### config.mk
export PLATFORM = sky130hd
export DESIGN_NAME = dma_line_responder
export DESIGN_NICKNAME = d
export VERILOG_FILES = /design/src/rtl/dma_line_responder.sv
export SDC_FILE = /design/constraint.sdc
export NUM_CORES = 1
export LEC_CHECK = 0
export CORE_UTILIZATION = 45
export DETAILED_ROUTE_END_ITERATION = 8
export MAX_ROUTING_LAYER = met4
export PLACE_DENSITY = 0.74
export SLEW_MARGIN = 40
export SYNTH_ARGS = -nofsm -noshare
export SYNTH_HDL_FRONTEND = slang
export SYNTH_SLANG_ARGS = --single-unit
### constraint.sdc
create_clock -name clk -period 7.15 [get_ports clk]
set_clock_uncertainty 0.2 [all_clocks]
set_input_delay 2.145 -clock clk [delete_from_list [all_inputs] [get_ports clk]]
set_output_delay 2.145 -clock clk [all_outputs]
set_load 0.01 [all_outputs]
### src/rtl/dma_line_responder.sv
// Purpose: fetches one 32-byte line as eight 32-bit word reads and returns it as a 256-bit line.
// Latency: 10 cycles accept-to-response at best (grant every cycle, 1-cycle read latency); one line per 11 cycles peak.
// Backpressure: dma_req_ready only in IDLE, mem_re held until mem_gnt; the response is a one-cycle strobe with no ready.
//
// Ports:
//   clk, reset                   single clock, synchronous active-high reset
//   dma_addr/dma_re/dma_req_ready line read request (addr[4:0] ignored)
//   dma_resp_valid/dma_rdata     one-cycle response strobe with the assembled line (word i at [32*i+31:32*i])
//   mem_addr/mem_re/mem_gnt      word read request towards the shared memory arbiter
//   mem_rvalid/mem_rdata         in-order word read data, at least one cycle after grant
//   busy                         high whenever a line is in flight
//   err                          sticky flag: read data arrived with no read outstanding
module dma_line_responder (
  input  logic         clk,
  input  logic         reset,
  input  logic [31:0]  dma_addr,
  input  logic         dma_re,
  output logic         dma_req_ready,
  output logic         dma_resp_valid,
  output logic [255:0] dma_rdata,
  output logic [31:0]  mem_addr,
  output logic         mem_re,
  input  logic         mem_gnt,
  input  logic         mem_rvalid,
  input  logic [31:0]  mem_rdata,
  output logic         busy,
  output logic         err
);

  typedef enum logic [1:0] {
    ST_IDLE  = 2'd0,
    ST_FETCH = 2'd1,
    ST_RESP  = 2'd2
  } state_t;

  state_t         state_q, state_d;
  logic [31:0]    base_q, base_d;
  logic [3:0]     issue_cnt_q, issue_cnt_d;
  logic [3:0]     ret_cnt_q, ret_cnt_d;
  logic [255:0]   line_q, line_d;
  logic           err_q, err_d;
  logic           rd_ok;

  always_comb begin
    state_d        = state_q;
    base_d         = base_q;
    issue_cnt_d    = issue_cnt_q;
    ret_cnt_d      = ret_cnt_q;
    line_d         = line_q;
    err_d          = err_q;
    dma_req_ready  = 1'b0;
    dma_resp_valid = 1'b0;
    mem_re         = 1'b0;
    mem_addr       = 32'd0;
    // A returning word is only legal while some issued read has not yet come back.
    rd_ok          = (state_q == ST_FETCH) && (ret_cnt_q != issue_cnt_q);

    case (state_q)
      ST_IDLE: begin
        dma_req_ready = 1'b1;
        if (dma_re) begin
          base_d      = dma_addr & 32'hFFFF_FFE0;
          issue_cnt_d = 4'd0;
          ret_cnt_d   = 4'd0;
          state_d     = ST_FETCH;
        end
      end
      ST_FETCH: begin
        mem_re   = (issue_cnt_q < 4'd8);
        // Line is 32-byte aligned, so the word offset never carries past bit 4.
        mem_addr = base_q + {27'd0, issue_cnt_q[2:0], 2'b00};
        if (mem_re && mem_gnt) begin
          issue_cnt_d = issue_cnt_q + 4'd1;
        end
        if (mem_rvalid && rd_ok) begin
          line_d[{ret_cnt_q[2:0], 5'b00000} +: 32] = mem_rdata;
          ret_cnt_d = ret_cnt_q + 4'd1;
          if (ret_cnt_q == 4'd7) begin
            state_d = ST_RESP;
          end
        end
      end
      ST_RESP: begin
        dma_resp_valid = 1'b1;
        state_d        = ST_IDLE;
      end
      default: begin
        state_d = ST_IDLE;
      end
    endcase

    if (mem_rvalid && !rd_ok) begin
      err_d = 1'b1;
    end
  end

  always_ff @(posedge clk) begin
    if (reset) begin
      state_q     <= ST_IDLE;
      base_q      <= 32'd0;
      issue_cnt_q <= 4'd0;
      ret_cnt_q   <= 4'd0;
      line_q      <= 256'd0;
      err_q       <= 1'b0;
    end else begin
      state_q     <= state_d;
      base_q      <= base_d;
      issue_cnt_q <= issue_cnt_d;
      ret_cnt_q   <= ret_cnt_d;
      line_q      <= line_d;
      err_q       <= err_d;
    end
  end

  assign dma_rdata = line_q;
  assign busy      = (state_q != ST_IDLE);
  assign err       = err_q;

endmodule

==> results.py <==
metrics = {
    "run_status": {
        "status": "complete, no violations",
    },
    "floorplanning": {
        "core.rowCount": 58,
        "initial_utilization_pct": 46.2,
        "core_um2": 25400,
        "die_w_um": 164,
        "die-area_um2": 26700,
        "ios": 362,
        "die_h_um": 164,
    },
    "clock_tree": {
        "cts.path.max_buffers": 3,
        "clock-sinks": 294,
        "htreeDepth": 2,
        "clockRootBuffer": "clkbuf_16",
        "clkTransAtPathRegs_ns": 0.05,
        "numCtsBuffers": 34,
        "post_cts_buffers": 0,
        "cts_resized": 0,
        "cts_hold_buf": 0,
        "cts_tree": "done",
        "clock_latency_ns": 0.49,
    },
    "route": {
        "ant_nets": 0,
        "first_pass_iters": 5,
        "wl_per_cell_um": 19.4,
        "drc": 0,
        "wl_mm": 37.4,
        "dr.first_iter.drc_count": 781,
        "viasPerCell": 5.43,
        "dr_total_vias": 10460,
    },
    "setup_path": {
        "reg2reg_to": "dma_rdata[208]",
        "path_max_fanout": 34,
        "regToRegSetupSlack_ns": 3.74,
        "critPathRequiredTime_ns": 4.81,
        "start_kind": "register",
        "critPathArrivalTime_ns": 2.11,
        "worst_setup_path_end_kind": "output pin",
        "r2r_start": "ret_cnt_q[0]",
        "worstPathCellList": "nor2b_1 -> buf_4 -> and2_1 -> clkdlybuf4s50_1",
        "criticalPathCategory": "reg2out",
        "max_stage_delay_ns": 0.56,
        "critPathBufInv": 2,
        "crit_family": "buffers and inverters",
        "crit_path_top_delay_cell": "clkdlybuf4s50_1",
        "path_depth": 4,
        "r2r_cells": 7,
    },
    "sta": {
        "fin_crit_sh_pct": 62.4,
        "hold_viol": 0,
        "setup_viol": 0,
        "slew_viol_final": 0,
        "fin_tns_setup_ns": 0,
        "fmax_mhz": 224,
        "worstMarginPinSlew_ns": 0.753,
        "period_minus_slack_ns": 4.46,
        "maxSlewHeadroom_pct": 49.8,
        "rsz0062_at_grt": "no",
    },
    "final_layout": {
        "fin_util_pct": 64.8,
        "seqCellArea_um2": 5890,
        "areaGrowthSynthToFinish_pct": 40.1,
        "drive_gt1_share_pct": 5.01,
        "num_antenna_cells": 0,
        "multi_input_area_um2": 5400,
        "fin_nets": 1650,
        "final.fill_count": 2138,
    },
    "power_and_ir_drop": {
        "p_leak_uw": 0.00636,
        "p_per_area_nw_per_um2": 214,
        "ir_worst_vdd_mv": 0.212,
    },
    "synthesis": {
        "synth_edf_count": 0,
        "synth-seq-area-share_pct": 50.1,
        "synth.top_cell.area_share_pct": 50.1,
        "netlist_area_um2": 11700,
        "yosys.cell_types.count": 43,
        "synth.cells.most_frequent": "dfxtp_1 (294), nand2b_1 (169), a21oi_1 (155)",
        "synth_top_flop_cell": "dfxtp_1",
        "async_reset_ff_share_pct": 0,
        "synth-seq-cells": 294,
        "avgSynthCellArea_um2": 9.12,
        "yosys_warnings": 0,
        "synth_top_area_cell": "dfxtp_1",
        "yosys-top-cells-area": "dfxtp_1 (50%), mux2i_1 (11%), nand2b_1 (9.0%)",
        "synth_most_common_cell": "dfxtp_1",
        "synthCells": 1288,
    },
    "run": {
        "max-cap-violations": 0,
    },
    "min_path": {
        "hold_class": "reg2reg",
        "whs_endpoint": "base_q[21]",
        "hold-path-cell-count": 2,
        "hold_start": "base_q[21]",
    },
    "grt": {
        "grt_antenna_before_repair": 0,
        "grt_max_degree": 177,
        "grt_pass1_wl_mm": 56.3,
        "overflow": 0,
        "grt_usage_pct": 27.9,
        "grt_pass1_vias": 9826,
    },
    "place": {
        "hpwl_mm": 24.7,
        "io_buffers": 354,
        "gp_congestion": 0.845,
    },
}
==> tightest hold or removal path, delay by kind of cell (launching register included) <==
kind               cells  cell delay, ns
AOI/OAI and AO/OA      1            0.05
DFF                    1            0.30
and+or+nand+nor        1            0.05
==> placed cells by master (no fill, tap or decap), types with 3 or more instances in the layout <==
cell type and count:
nand2b_1 168, o21ai_1 24, clkbuf_16 36, xor2_1 3
nand4_1 3, o21ai_0 105, nand3_1 128, clkbuf_1 11
nand2_1 59, nor3_1 7, clkdlybuf4s50_1 353, nor2b_1 5
clkinv_2 3, mux2i_1 130, or2_2 3, buf_4 13
or4_2 3, dfxtp_1 294, and2_1 31, a21oi_1 155
ha_1 5, nor2_1 8, o41ai_1 3, inv_1 6
inv_6 3
==> flip-flops by register name, indices dropped and copies added, names as in the netlist <==
register,flops
dma_rdata,256
base_q,27
issue_cnt_q,4
ret_cnt_q,4
state_q,2
err,1
==> through the flow <==
step / area [um^2] / total power [uW] / setup WS [ns] / hold WS [ns] / instances
global route: 16500 / 3640 / 2.56 / 0.266 / 1927
CTS: 16500 / 3550 / 2.68 / 0.250 / 1927
global placement: 15400 / 1900 / 2.12 / 0.238 / 1869
finish: 16500 / 3520 / 2.69 / 0.247 / 1927
floorplan: 11700 / 1800 / 3.39 / 0.232 / 1289
detailed placement: 15400 / 1900 / 2.28 / 0.242 / 1870
==> layer usage <==
metal  vias to the layer above  part of all wire, %  wire length, um  GRT usage, %
li1                       4990                    -                -             -
met1                      4972                   43            15900          35.8
met2                       425                   45            16900          41.5
met3                        73                  9.3             3480          7.80
met4                         0                  3.0             1130          10.5
met5                         -                    0                0             -
==> worst max path at each step <==
| stage | to | start | slack, ns |
|---|---|---|---|
| floorplan | dma_rdata[102] | mem_rvalid | 3.39 |
| global placement | dma_rdata[102] | mem_rvalid | 2.12 |
| detailed placement | dma_rdata[145] | mem_rvalid | 2.28 |
| CTS | mem_addr[2] | state_q[0] | 2.68 |
| global route | mem_addr[19] | state_q[0] | 2.56 |
| finish | mem_addr[7] | state_q[0] | 2.69 |
==> area by class of cell <==
class	instances	area share (%)
Clock buffer	48	5.74
Clock inverter	9	0.662
Inverter	6	0.137
Multi-Input combinational cell	872	32.8
Sequential cell	294	35.8
Tap cell	330	2.51
Timing Repair Buffer	368	22.3
==> power by group <==
part	internal, uW	switching (uW)
Sequential	1650	6.66
Clock	995	662
Combinational	81.2	129
Total	2730	797
==> cell families (layout without fill, tap and decap cells) <==
group | count (synthesis) | count (layout) | synth area share [%]
compound gates | 297 | 297 | 13.1
flops | 294 | 294 | 50.1
mux | 130 | 130 | 11.1
fa+ha+maj | 5 | 5 | 0.533
simple gates | 433 | 433 | 20.4
other cells | 1 | 2 | 0.0319
buf+inv | 123 | 431 | 4.38
xor+xnor | 5 | 5 | 0.437
Note: power is estimated with default switching activity, not from simulation.
